<file path="src/rtl/reg_bus_arbiter.sv">
// Two-master arbiter in front of the single register_file port (m0 = I2C slave, m1 = SPI slave).
// Define REG_ARB_RR_EN for round-robin arbitration; otherwise m0 has fixed priority.
module reg_bus_arbiter #(
  parameter int ADDR_W = 8,
  parameter int DATA_W = 8,
  parameter int RD_LAT = 1
) (
  input  logic              clk,
  input  logic              rst_n,
  input  logic              m0_req,
  input  logic              m0_we,
  input  logic [ADDR_W-1:0] m0_addr,
  input  logic [DATA_W-1:0] m0_wdata,
  output logic              m0_ack,
  output logic [DATA_W-1:0] m0_rdata,
  output logic              m0_drop,
  input  logic              m1_req,
  input  logic              m1_we,
  input  logic [ADDR_W-1:0] m1_addr,
  input  logic [DATA_W-1:0] m1_wdata,
  output logic              m1_ack,
  output logic [DATA_W-1:0] m1_rdata,
  output logic              m1_drop,
  output logic [ADDR_W-1:0] reg_addr,
  output logic [DATA_W-1:0] reg_wdata,
  output logic              reg_wr,
  output logic              reg_rd,
  input  logic [DATA_W-1:0] reg_rdata,
  output logic              busy
);

  localparam int CNT_W = (RD_LAT > 0) ? $clog2(RD_LAT + 1) : 1;

  typedef enum logic [1:0] {
    IDLE  = 2'd0,
    ISSUE = 2'd1,
    WAIT  = 2'd2,
    DONE  = 2'd3
  } state_t;

  state_t             state_r;
  logic               grant_r;
  logic               cur_we_r;
  logic [CNT_W-1:0]   cnt_r;
`ifdef REG_ARB_RR_EN
  logic               last_grant_r;
`endif

  logic               m0_pend_r;
  logic               m0_we_r;
  logic [ADDR_W-1:0]  m0_addr_r;
  logic [DATA_W-1:0]  m0_wdata_r;
  logic               m1_pend_r;
  logic               m1_we_r;
  logic [ADDR_W-1:0]  m1_addr_r;
  logic [DATA_W-1:0]  m1_wdata_r;

  logic               m0_load_s;
  logic               m1_load_s;
  logic               win_s;

  // A request is taken when the buffer is free or is being released by this cycle's ack.
  assign m0_load_s = m0_req & (~m0_pend_r | m0_ack);
  assign m1_load_s = m1_req & (~m1_pend_r | m1_ack);

  // Winner selection among pending masters.
  always_comb begin
    win_s = 1'b0;
    if (m0_pend_r && m1_pend_r) begin
`ifdef REG_ARB_RR_EN
      win_s = ~last_grant_r;
`else
      win_s = 1'b0;
`endif
    end else if (m1_pend_r) begin
      win_s = 1'b1;
    end else begin
      win_s = 1'b0;
    end
  end

  // Request buffers, pending flags and drop pulses; load wins over the ack-cycle clear.
  always_ff @(posedge clk or negedge rst_n) begin
    if (!rst_n) begin
      m0_pend_r  <= 1'b0;
      m0_we_r    <= 1'b0;
      m0_addr_r  <= '0;
      m0_wdata_r <= '0;
      m0_drop    <= 1'b0;
      m1_pend_r  <= 1'b0;
      m1_we_r    <= 1'b0;
      m1_addr_r  <= '0;
      m1_wdata_r <= '0;
      m1_drop    <= 1'b0;
    end else begin
      m0_drop <= m0_req & m0_pend_r & ~m0_ack;
      m1_drop <= m1_req & m1_pend_r & ~m1_ack;

      if (m0_load_s) begin
        m0_pend_r  <= 1'b1;
        m0_we_r    <= m0_we;
        m0_addr_r  <= m0_addr;
        m0_wdata_r <= m0_wdata;
      end else if (m0_ack) begin
        m0_pend_r  <= 1'b0;
      end else begin
        m0_pend_r  <= m0_pend_r;
      end

      if (m1_load_s) begin
        m1_pend_r  <= 1'b1;
        m1_we_r    <= m1_we;
        m1_addr_r  <= m1_addr;
        m1_wdata_r <= m1_wdata;
      end else if (m1_ack) begin
        m1_pend_r  <= 1'b0;
      end else begin
        m1_pend_r  <= m1_pend_r;
      end
    end
  end

  // Access sequencer: IDLE -> ISSUE -> (WAIT) -> DONE, all bus outputs registered.
  always_ff @(posedge clk or negedge rst_n) begin
    if (!rst_n) begin
      state_r      <= IDLE;
      grant_r      <= 1'b0;
      cur_we_r     <= 1'b0;
      cnt_r        <= '0;
`ifdef REG_ARB_RR_EN
      last_grant_r <= 1'b1;
`endif
      reg_addr     <= '0;
      reg_wdata    <= '0;
      reg_wr       <= 1'b0;
      reg_rd       <= 1'b0;
      busy         <= 1'b0;
      m0_ack       <= 1'b0;
      m1_ack       <= 1'b0;
      m0_rdata     <= '0;
      m1_rdata     <= '0;
    end else begin
      case (state_r)
        IDLE: begin
          if (m0_pend_r || m1_pend_r) begin
            grant_r   <= win_s;
            cur_we_r  <= win_s ? m1_we_r : m0_we_r;
            reg_addr  <= win_s ? m1_addr_r : m0_addr_r;
            reg_wdata <= win_s ? m1_wdata_r : m0_wdata_r;
            reg_wr    <= win_s ? m1_we_r : m0_we_r;
            reg_rd    <= win_s ? ~m1_we_r : ~m0_we_r;
            busy      <= 1'b1;
            state_r   <= ISSUE;
          end else begin
            state_r   <= IDLE;
          end
        end

        ISSUE: begin
          reg_wr <= 1'b0;
          reg_rd <= 1'b0;
          if (cur_we_r || (RD_LAT == 0)) begin
            if (!cur_we_r) begin
              if (grant_r) begin
                m1_rdata <= reg_rdata;
              end else begin
                m0_rdata <= reg_rdata;
              end
            end else begin
              cnt_r <= cnt_r;
            end
            m0_ack  <= ~grant_r;
            m1_ack  <= grant_r;
            state_r <= DONE;
          end else begin
            cnt_r   <= CNT_W'(RD_LAT - 1);
            state_r <= WAIT;
          end
        end

        WAIT: begin
          if (cnt_r == '0) begin
            if (grant_r) begin
              m1_rdata <= reg_rdata;
            end else begin
              m0_rdata <= reg_rdata;
            end
            m0_ack  <= ~grant_r;
            m1_ack  <= grant_r;
            state_r <= DONE;
          end else begin
            cnt_r   <= cnt_r - CNT_W'(1);
            state_r <= WAIT;
          end
        end

        DONE: begin
          m0_ack       <= 1'b0;
          m1_ack       <= 1'b0;
          busy         <= 1'b0;
`ifdef REG_ARB_RR_EN
          last_grant_r <= grant_r;
`endif
          state_r      <= IDLE;
        end

        default: begin
          reg_wr  <= 1'b0;
          reg_rd  <= 1'b0;
          m0_ack  <= 1'b0;
          m1_ack  <= 1'b0;
          busy    <= 1'b0;
          state_r <= IDLE;
        end
      endcase
    end
  end

endmodule

</file>
<file path="config.mk">
export PLATFORM = sky130hd
export DESIGN_NAME = reg_bus_arbiter
export DESIGN_NICKNAME = d
export VERILOG_FILES = /design/src/rtl/reg_bus_arbiter.sv
export SDC_FILE = /design/constraint.sdc
export NUM_CORES = 1
export LEC_CHECK = 0
export BUFFER_PORTS_ARGS = -buffer_cell sky130_fd_sc_hd__buf_2
export CORE_MARGIN = 4
export CORE_UTILIZATION = 56
export DETAILED_ROUTE_END_ITERATION = 8
export PLACE_DENSITY = 0.84
export RECOVER_POWER = 100
export SLEW_MARGIN = 20
export SYNTH_ARGS = -nofsm -noshare
export SYNTH_HDL_FRONTEND = slang
export SYNTH_SLANG_ARGS = --single-unit
</file>
<file path="constraint.sdc">
create_clock -name clk -period 3.4 [get_ports clk]
set_clock_uncertainty 0.1 [all_clocks]
set_input_delay 0.34 -clock clk [delete_from_list [all_inputs] [get_ports clk]]
set_output_delay 0.34 -clock clk [all_outputs]
set_load 0.02 [all_outputs]
</file>
-- Word-level counts from Yosys, hierarchy flattened
Index checks and enable logic that the tools add are counted.
- input bits: 46
- bits in writable memories: 0
- logic and storage cells: 92
- memories: 0
- register bits: 80
- ROM bits: 0
- latch bits: 0
- bitwise gates (word level): 16
- shift operators: 0
- multiplexer cells: 29
- eq/ne operators: 7
- reduce and logical (&&, ||, !) cells: 16
- $add $sub $neg: 1
- order comparisons: 0
- $mul: 0
- div/mod/pow operators: 0
- operator list (kind ; number):
    two-way mux 1 bit ; 20
    two-way mux 8 bit ; 2
    nonzero test 2 bit ; 5
    AND reduction 3 bit ; 3
    != test 2 bit, second input constant ; 4
    NOT 1 bit ; 8
    case mux 1 bit (2 select lines) ; 4
    case mux 2 bit (4 select lines) ; 1
    AND reduction 2 bit ; 4
    bitwise AND 1 bit ; 6
    case mux 1 bit (3 select lines) ; 2
    equality test 2 bit, second input constant ; 2
    nonzero test 3 bit ; 1
    equality test 2 x 1 -> 1 bit, second input constant ; 1
    logical NOT 2 bit ; 1
    OR 1 bit ; 2
    logical AND 1 bit ; 1
    logical OR 1 bit ; 1
    subtractor 1 bit, second input constant ; 1

-- Depth between registers and ports, before layout
- depth in word-level cells: 5
- mapped depth: 7

-- Worst setup path before layout
Ideal clock, no wire load.
- path kind: register to register
- from: reg state_r[0]
- to: reg reg_rd
- path buffers: 1
- setup time: 122 ps
- arrival: 1369 ps
- required time: 3178 ps
- slack: 1809 ps
- cell stages (with the launch flop): 6
- cell sequence: dfrtp_1 inv_1 ha_1 buf_2 or3b_1 a32o_1
- longest elaborated chain between the ends: 3
- RTL lines (element ; line ; source):
    from (decl) ; 41 ; state_t state_r;
    from (signal assigned) ; 126 ; state_r <= IDLE;
    from (signal assigned) ; 153 ; state_r <= ISSUE;
    from (signal assigned) ; 155 ; state_r <= IDLE;
    equality test 2 x 1 -> 1 bit / logical NOT 2 bit (equally long branches) ; 143 ; case (state_r)
    nonzero test 2 bit (no line) / != test 2 bit (equally long branches) ; - ;
    AND reduction 2 bit (no line) ; - ;
    to (signal assigned) ; 151 ; reg_rd <= win_s ? ~m1_we_r : ~m0_we_r;
    to (decl) ; 27 ; output logic reg_rd,
Parallel ways exist; a longest one is shown, timed or not.
A chain may end at the register's enable or synchronous reset.

-- Final worst setup path
- from: reg m1_pend_r
- to: reg cur_we_r
- longest elaborated chain between the ends: 3
- RTL lines (element ; line ; source):
    from (decl) ; 53 ; logic m1_pend_r;
    from (signal assigned) ; 118 ; m1_pend_r <= m1_pend_r;
    two-way mux 1 bit / logical AND 1 bit (equally long branches) ; 75, 69 ;
    two-way mux 1 bit ; 69 ; if (m0_pend_r && m1_pend_r) begin
    two-way mux 1 bit ; 147 ; cur_we_r <= win_s ? m1_we_r : m0_we_r;
    to (signal assigned) ; 147 ;
    to (decl) ; 43 ; logic cur_we_r;
Parallel ways exist; a longest one is shown, timed or not.

==> run_results.csv <==
group,metric,value,unit
clock_network,path_clk_slew,0.07,ns
grt,antenna_found_initial,0,
sta,rsz0062_at_grt,"no",
power_and_ir_drop,cellLeakagePower,0.00181,uW
floorplan,fp-row-count,27,
power_and_ir_drop,internal_power,2410,uW
grt,overflow,0,
synth,ys_top_cells_by_area,"dfrtp_1 62%, mux2_2 18%, mux2i_1 5.3%",
sta,tns,0,ns
final_layout,final-instance-count-excl-fill,396,
clock_network,clkLatencyLatePin,0.34,ns
final_layout,n_antenna_cell,0,
final_layout,drive_gt1_share,35.2,%
floorplan,ioPinCount,85,
placement,gp_congestion,0.776,
min_path,hp-class,"in -> reg",
clock_network,clock-sinks,79,
power_and_ir_drop,ir_drop,475,uV
synth,synth.distinct_cells,25,
synth,yosys.cell_count.top_type,"dfrtp_1",
routing,drt-pass1-iter-count,4,
synth,netlist_area,3210,um^2
synth,synth_edf_count,0,
sta,fin_ws,1.12,ns
synth,synth_seq_cells,79,
clock_network,clock_path_buffers,2,
power_and_ir_drop,finalPower,3820,uW
grt,grt_pass1_vias,2262,
floorplan,core_area,5540,um^2
sta,hold_violations,0,
placement,portBuffers,84,
placement,place_ws,1.48,ns
final_layout,n_fill_cell,432,
routing,viasPerCell,5.15,
run_status,outcome,"finished, violations left",
clock_network,htree_levels,3,
clock_network,cts_tree,"done",
setup_path,path_class,"reg -> reg",
grt,grt_max_degree,80,
clock_network,cts_hold_buf,0,
job,drv_cap,1,
clock_network,cts_setup_buffers,0,
routing,drc,0,
setup_path,end_kind,"flop",
routing,wl_per_cell,15.2,um
floorplan,die_w,83.7,um
sta,post-route-min-period,2.28,ns
synth,yosysTopAreaCellShare,61.6,%
setup_path,cp.arrival,2.39,ns
sta,worst_slew_pin_slew,1.87,ns
sta,fin_crit_sh,67.0,%
routing,wl,6010,um
final_layout,nets,370,
sta,finalSetupViolCount,0,
clock_network,cts_resized,0,
final_layout,syn2layout_area_growth,18.2,%
synth,async_reset_ff_share,100,%
floorplan,dieArea,7010,um^2
synth,synth_flop_cell,"dfrtp_1",
floorplan,start_util,57.9,%
power_and_ir_drop,seq_power_share,43.8,%
grt,grt.total_usage,18.5,%
power_and_ir_drop,powerDensity,1010,nW/um^2
setup_path,setup.worst_path.start_class,"flop",
power_and_ir_drop,p_switching,1410,uW
grt,grt_pass1_wl,10300,um
run_status,violations,"max-capacitance violations, max-slew violations",
synth,synth_common_cells,"79 x dfrtp_1, 52 x mux2_2, 22 x nand2_1",
setup_path,cp.required,3.51,ns
floorplan,die_h,83.7,um
synth,yosysSeqAreaShare,61.6,%
synth,syn-instance-count,231,
clock_network,cts_inserted_buffers,9,
clock_network,cts-root-buf,"clkbuf_8",
power_and_ir_drop,combPwrFrac,38.9,%
setup_path,crit_fanout,23,
sta,drv_slew,80,
synth,avgSynthCellArea,13.9,um^2
synth,synth_warnings,0,
synth,syn-num-nets,282,
sta,maxSlewHeadroom,-24.5,%
sta,fmax,0.439,GHz
synth,yosysTopAreaCell,"dfrtp_1",
power_and_ir_drop,clockPowerShare,17.4,%
placement,place_hpwl,4250,um
routing,num_vias,2040,
power_and_ir_drop,switching_share,36.9,%
placement,dp_cells,380,
routing,drt_iter0_markers,89,
routing,drtAntennaViolNets,0,
power groups by stage:
| stage | Sequential, uW | Clock [uW] | Combinational [uW] |
|---|---|---|---|
| detailed placement | 1680 | 0 | 1590 |
| global route | 1730 | 727 | 1640 |
| floorplan | 1900 | 0 | 901 |
| CTS | 1670 | 684 | 1600 |
| global placement | 1660 | 0 | 1520 |
| finish | 1670 | 664 | 1480 |
flip-flops by register name (all words and copies together), names as in the netlist, 2 cells and up:
register	cells
m0_addr_r	8
state_r	2
reg_addr	8
m0_wdata_r	8
m1_rdata	8
m0_rdata	8
m1_wdata_r	8
m1_addr_r	8
reg_wdata	8
through the flow:
step | hold slack [ns] | cell area (um^2) | utilization (%)
floorplan | -0.0556 | 3210 | -
global placement | 0.368 | 3660 | 66.1
detailed placement | 0.370 | 3660 | 66.1
CTS | 0.0814 | 3850 | 69.6
global route | 0.110 | 3790 | 68.5
finish | 0.106 | 3790 | 68.5
placed cells by master (no fill, tap or decap):
cell type and count:
o21ai_0 18, or3b_1 1, nand2_1 24, nor2b_1 2, clkbuf_1 41, clkbuf_2 1, o21ai_1 1, o211ai_1 1
dfrtp_1 79, o2bb2ai_1 1, buf_2 44, mux2i_1 17, ha_1 5, inv_1 6, clkbuf_8 10, bufinv_16 1
buf_4 2, nand2b_1 1, o31ai_1 1, mux2_1 1, nand2b_2 2, a21boi_0 1, clkinv_2 3, nor2_1 6
a21oi_1 3, mux2_2 51, a32o_1 1
worst paths after layout:
check	cells past startpoint	slack, ns	startpoint	endpoint
worst max-delay path	3	1.12	m1_pend_r	cur_we_r
worst min-delay path	3	0.11	m1_req	m1_pend_r
worst max register to register	3	1.12	m1_pend_r	cur_we_r
worst min register to register	2	0.38	reg_addr[3]	reg_addr[3]
max in group asynchronous	1	1.69	rst_n	m0_rdata[4]
min in group asynchronous	1	0.41	rst_n	m1_rdata[5]
final cells by class:
cell class                      instances  area (um^2)  area share (%)
Sequential cell                        79         1980            52.1
Multi-Input combinational cell        137         1130            29.7
Timing Repair Buffer                   86          387            10.2
Clock buffer                           12          145            3.83
Tap cell                               72         90.1            2.37
Clock inverter                          4         45.0            1.19
Inverter                                6         22.5           0.594
cells by family (layout without fill, tap and decap cells):
logic type      count (synthesis)  in the layout  synth area share [%]
flops                          79             79                  61.6
mux                            69             69                  23.5
simple gates                   36             36                  5.07
compound gates                 27             27                  4.83
buf+inv                        15            108                  3.00
fa+ha+maj                       5              5                  1.95
critical path, stage by stage (launching register included):
cell	delay (ns)
dfrtp_1	0.43
o21ai_0	1.08
buf_4	0.41
o21ai_0	0.12
metal layers:
layer,wire length (um),global-route usage [%]
met5,0,0
met4,129,9.21
met3,461,6.02
met2,2850,29.8
met1,2580,22.4
No activity file was read; power rests on OpenSTA's default activity.
